## config.mk

```make
export PLATFORM = sky130hd
export DESIGN_NAME = fetch_queue
export DESIGN_NICKNAME = d
export VERILOG_FILES = /design/src/rtl/fetch_queue.sv
export SDC_FILE = /design/constraint.sdc
export NUM_CORES = 1
export LEC_CHECK = 0
export CAP_MARGIN = 30
export CORE_UTILIZATION = 64
export CTS_CLUSTER_DIAMETER = 50
export DETAILED_ROUTE_END_ITERATION = 10
export PLACE_DENSITY = 0.85
export SETUP_SLACK_MARGIN = 0.3
export SLEW_MARGIN = 15
export SYNTH_ARGS = -nofsm -noshare
export SYNTH_HDL_FRONTEND = slang
export SYNTH_SLANG_ARGS = --single-unit
export TNS_END_PERCENT = 100
```

## constraint.sdc

```tcl
create_clock -name clk -period 16 [get_ports clk]
set_clock_uncertainty 0.15 [all_clocks]
set_input_delay 2.4 -clock clk [delete_from_list [all_inputs] [get_ports clk]]
set_output_delay 2.4 -clock clk [all_outputs]
set_load 0.05 [all_outputs]
```

## src/rtl/fetch_queue.sv

```systemverilog
`default_nettype none
// +--------------------------------------------------------------------------+
// | Module   : fetch_queue                                                   |
// | Purpose  : Circular FIFO of single-instruction entries between a         |
// |            dual-issue fetch stage and decode. It accepts up to two        |
// |            instructions per cycle and presents the two oldest.            |
// |            pc_write gives backpressure to fetch, and flush empties the    |
// |            queue.                                                          |
// | Options  : `define FETCH_QUEUE_STATS_EN adds the stall_cycles and         |
// |            high_water statistics outputs.                                 |
// | Revision : 1.0 - initial release                                         |
// +--------------------------------------------------------------------------+
module fetch_queue #(
  parameter int DEPTH       = 8,
  parameter int PC_WIDTH    = 16,
  parameter int INSTR_WIDTH = 32
) (
  input  logic                     clk,
  input  logic                     rst_n,
  input  logic                     flush,
  input  logic                     hlt,
  input  logic                     in_valid,
  input  logic                     in_valid2,
  input  logic [PC_WIDTH-1:0]      in_pc,
  input  logic [INSTR_WIDTH-1:0]   in_instr1,
  input  logic [INSTR_WIDTH-1:0]   in_instr2,
  output logic                     pc_write,
  output logic                     out_valid1,
  output logic [INSTR_WIDTH-1:0]   out_instr1,
  output logic [PC_WIDTH-1:0]      out_pc1,
  output logic                     out_valid2,
  output logic [INSTR_WIDTH-1:0]   out_instr2,
  output logic [PC_WIDTH-1:0]      out_pc2,
  input  logic [1:0]               deq_cnt,
  output logic [$clog2(DEPTH):0]   count
`ifdef FETCH_QUEUE_STATS_EN
  ,
  output logic [31:0]              stall_cycles,
  output logic [$clog2(DEPTH):0]   high_water
`endif
);

  localparam int AW = $clog2(DEPTH);
  localparam int CW = AW + 1;
  // Room for a full pair is required before fetch may advance.
  localparam logic [CW-1:0] FILL_LIMIT = CW'(DEPTH - 2);

  logic [AW-1:0]          head;
  logic [AW-1:0]          tail;
  logic [INSTR_WIDTH-1:0] instr_mem [DEPTH];
  logic [PC_WIDTH-1:0]    pc_mem    [DEPTH];

  logic          enq;
  logic [CW-1:0] enq_n;
  logic [1:0]    deq_req;
  logic [CW-1:0] deq_n;
  logic [AW-1:0] head_p1;

  // Backpressure depends only on registered occupancy, not on this cycle's dequeue.
  assign pc_write = !hlt && (count <= FILL_LIMIT);
  assign enq      = in_valid && pc_write && !flush;
  assign enq_n    = enq ? (in_valid2 ? CW'(2) : CW'(1)) : CW'(0);

  // Clamp the dequeue request to two and then to the current occupancy.
  always_comb begin
    deq_req = (deq_cnt == 2'd3) ? 2'd2 : deq_cnt;
    deq_n   = (CW'(deq_req) > count) ? count : CW'(deq_req);
  end

  assign head_p1    = head + AW'(1);
  assign out_valid1 = (count >= CW'(1));
  assign out_valid2 = (count >= CW'(2));
  assign out_instr1 = instr_mem[head];
  assign out_pc1    = pc_mem[head];
  assign out_instr2 = instr_mem[head_p1];
  assign out_pc2    = pc_mem[head_p1];

  // Entry storage is write-only on enqueue and is never cleared.
  always_ff @(posedge clk) begin
    if (enq) begin
      instr_mem[tail] <= in_instr1;
      pc_mem[tail]    <= in_pc;
      if (in_valid2) begin
        instr_mem[tail + AW'(1)] <= in_instr2;
        pc_mem[tail + AW'(1)]    <= in_pc + PC_WIDTH'(1);
      end
    end
  end

  // Pointer and occupancy update; flush takes priority over the enqueue and dequeue.
  always_ff @(posedge clk or negedge rst_n) begin
    if (!rst_n) begin
      head  <= '0;
      tail  <= '0;
      count <= '0;
    end else if (flush) begin
      head  <= '0;
      tail  <= '0;
      count <= '0;
    end else begin
      head  <= head + deq_n[AW-1:0];
      tail  <= tail + enq_n[AW-1:0];
      count <= count + enq_n - deq_n;
    end
  end

`ifdef FETCH_QUEUE_STATS_EN
  // Statistics counters; flush leaves them intact.
  always_ff @(posedge clk or negedge rst_n) begin
    if (!rst_n) begin
      stall_cycles <= '0;
      high_water   <= '0;
    end else begin
      if (in_valid && !pc_write && !flush && (stall_cycles != 32'hFFFF_FFFF))
        stall_cycles <= stall_cycles + 32'd1;
      if (count > high_water)
        high_water <= count;
    end
  end
`endif

endmodule
`default_nettype wire

```

==> metrics <==
number of detailed-route iterations in the first pass 5; DP Area 25730 um2; std cell rows 69; maximum clock frequency 141.0 MHz; vias in the first global route 15730; setup repair after global routing missed its margin false; core footprint 35910 um2; critical path endpoint category output pin; number of hold buffers added after CTS 0; pin count of the biggest net entering global routing 65; final max-slew violation count 0; largest fanout of any net on the critical path 54; cells traversed along the worst timing path buf_16 > ha_4 > buf_4 > mux4_2 > mux2_2 > clkdlybuf4s50_1; Final setup violation count 0; top-level I/O count 191; Mapped Area 23540 um2; Unique masters post-synth 54; dominant synthesized flop cell sky130_fd_sc_hd__edfxtp_1; number of enable flip-flop cells after synthesis 384; clock slew at the register clock pins of the worst setup and hold paths 60 ps; class of the most critical setup path reg2out; clock buffers created by TritonCTS 44; yosys synthesis warning count 0; Slowest Stage Delay on Critical Path 790 ps; Seq/Total Area, Yosys 50.05%; remaining max-slew budget at the tightest pin 35.78%; Async SR Flop Fraction 2.538%; routed vias/inst 7.016; Synth Net Count 1601; data arrival at the endpoint of the critical path 4540 ps; final weighted congestion in routability-driven placement 0.8145; number of remaining DRC errors 0; antenna violations before repair 6; global-route wire length before repair 93.71 mm; clock latency on the worst-skew pair 550 ps; Worst path slowest cell sky130_fd_sc_hd__buf_4; post-synthesis cell type with the largest combined area sky130_fd_sc_hd__edfxtp_1; proportion of layout cells with a drive suffix above 1 37.66%; max-cap violation count 0; Non-Filler Cell Area, Final 27260 um2; total wire length after detailed routing 62.48 mm; class of the most critical hold timing path reg2reg; fill count 2103; Starting DRT DRC Count 1422; overflow left after global routing 0; synthesized area divided by synthesized cell count 15.75 um2; most common cell in the synthesized netlist sky130_fd_sc_hd__edfxtp_1; maximum root-to-sink buffer count 3; via count 14987; area share of the leading cell type in the synthesized netlist 48.98%; synthesis-stage register bit count 394; Antenna Violating Nets Remaining 0; startpoint kind of the worst setup timing path flop; clock root cell sky130_fd_sc_hd__clkbuf_16; status complete, no violations; dpl hpwl 34.58 mm; top cells by count, synth sky130_fd_sc_hd__edfxtp_1, sky130_fd_sc_hd__mux2_2, sky130_fd_sc_hd__mux4_2; Cell Pwr Density 166.0 nW/um2; CTS sink cnt 394; Starting Density 65.55%; floorplan die area 37550 um2; peak ir drop on the vdd network 0.0001611 V; fraction of the cycle the final worst path needs 44.32%; total track usage 33.44%; die height 193.8 um; number of instances in the synthesized netlist 1495; number of setup buffers added after CTS 0; final critical-path required period 7091 ps; CTS tree built; average wire per standard cell 29.25 um; Slew @ Worst Pin 963.3 ps; flop2flop setup slack 11850 ps; Final Net Count 1745; maximum level of the CTS H-tree 2; number of buffers added on ports 190; leakage component of the power 8.802 nW; number of hold-slack violations in the final timing report 0; final-layout worst hold slack 549.4 ps; Layout area overhead 15.79%; post_cts resized 0; Die X-Extent 193.8 um; required time at the endpoint of the critical path 13450 ps; Setup TNS Final 0 ps; Area contributors post-synth sky130_fd_sc_hd__edfxtp_1, sky130_fd_sc_hd__mux4_2, sky130_fd_sc_hd__mux2_2
==> metal layers <==
metal	GRT usage, %	up-vias	wire, um
li1	-	6220	-
met1	44.12	7721	23220
met2	55.92	880	31430
met3	5.810	162	5783
met4	12.80	4	2011
met5	0	-	26
==> report_power, final <==
group	internal [mW]	total, mW	switching (mW)
Sequential	1.16	1.20	0.0375
Combinational	0.972	2.33	1.36
Clock	0.578	0.990	0.412
==> flip-flops by register name, summed over array words and instances, names as in the netlist <==
| register | flops |
|---|---|
| head | 3 |
| tail | 3 |
| pc_mem | 128 |
| count | 4 |
| instr_mem | 256 |
==> worst max-delay path: cells and delay by family (launching register included) <==
family	cells	cell delay, ps
fa+ha+maj	1	750
buf+inv	3	1780
flops	1	630
mux	2	750
==> cell usage in the layout, fill, tap and decap left out, types with 5 or more instances in the layout <==
cell | synthesis | final
sky130_fd_sc_hd__and3_1 | 5 | 5
sky130_fd_sc_hd__buf_16 | 0 | 5
sky130_fd_sc_hd__buf_4 | 17 | 26
sky130_fd_sc_hd__clkbuf_1 | 34 | 5
sky130_fd_sc_hd__clkbuf_16 | 0 | 45
sky130_fd_sc_hd__clkdlybuf4s50_1 | 0 | 190
sky130_fd_sc_hd__clkinv_1 | 0 | 8
sky130_fd_sc_hd__clkinv_2 | 0 | 8
sky130_fd_sc_hd__dfrtp_1 | 10 | 7
sky130_fd_sc_hd__diode_2 | 0 | 5
sky130_fd_sc_hd__edfxtp_1 | 384 | 384
sky130_fd_sc_hd__ha_1 | 14 | 13
sky130_fd_sc_hd__inv_1 | 11 | 11
sky130_fd_sc_hd__mux2_1 | 41 | 41
sky130_fd_sc_hd__mux2_2 | 294 | 294
sky130_fd_sc_hd__mux4_2 | 192 | 192
sky130_fd_sc_hd__nand2_1 | 118 | 118
sky130_fd_sc_hd__nand3_1 | 35 | 35
sky130_fd_sc_hd__nor2_1 | 8 | 8
sky130_fd_sc_hd__nor2b_1 | 7 | 7
sky130_fd_sc_hd__nor3_1 | 47 | 47
sky130_fd_sc_hd__nor3_2 | 10 | 10
sky130_fd_sc_hd__nor4_1 | 11 | 11
sky130_fd_sc_hd__xnor2_1 | 40 | 40
sky130_fd_sc_hd__xor2_1 | 79 | 78
==> cell families after synthesis <==
group                      Yosys count  share of synthesized area (%)
buffers and inverters              135                          3.061
AOI/OAI and AO/OA                   23                         0.7281
muxes                              528                          34.44
adders and majority gates           18                          1.084
and+or+nand+nor                    277                          6.149
xor gates and xnor gates           120                          4.496
DFF                                394                          50.05
==> layout make-up <==
cell class | count | area (um2) | area share [%]
Sequential cell | 394 | 11790 | 43.25
Tap cell | 461 | 576.8 | 2.116
Antenna cell | 5 | 12.51 | 0.04590
Timing Repair Buffer | 222 | 2250 | 8.253
Clock buffer | 50 | 1145 | 4.200
Multi-Input combinational cell | 966 | 11190 | 41.07
Inverter | 11 | 41.29 | 0.1515
Clock inverter | 27 | 247.7 | 0.9089
==> worst paths after layout <==
path,cells past startpoint,start,to
max in group asynchronous,1,rst_n,head[1]
worst max-delay path,6,head[0],out_pc2[14]
min in group asynchronous,1,rst_n,count[2]
worst min register to register,2,tail[2],tail[2]
worst max register to register,8,count[3],instr_mem[1][19]
worst min-delay path,2,tail[2],tail[2]
==> metrics by stage <==
stage	util (%)	setup WS, ps	power (mW)	instances
after detailed placement	71.63	9137	3.526	2049
after CTS	75.51	8687	4.510	2126
after global placement	71.56	9163	3.492	2048
final	75.90	8909	4.524	2136
after global routing	75.88	8805	4.658	2134
after floorplan	-	8039	2.878	1495
No activity file was read; power rests on OpenSTA's default activity.
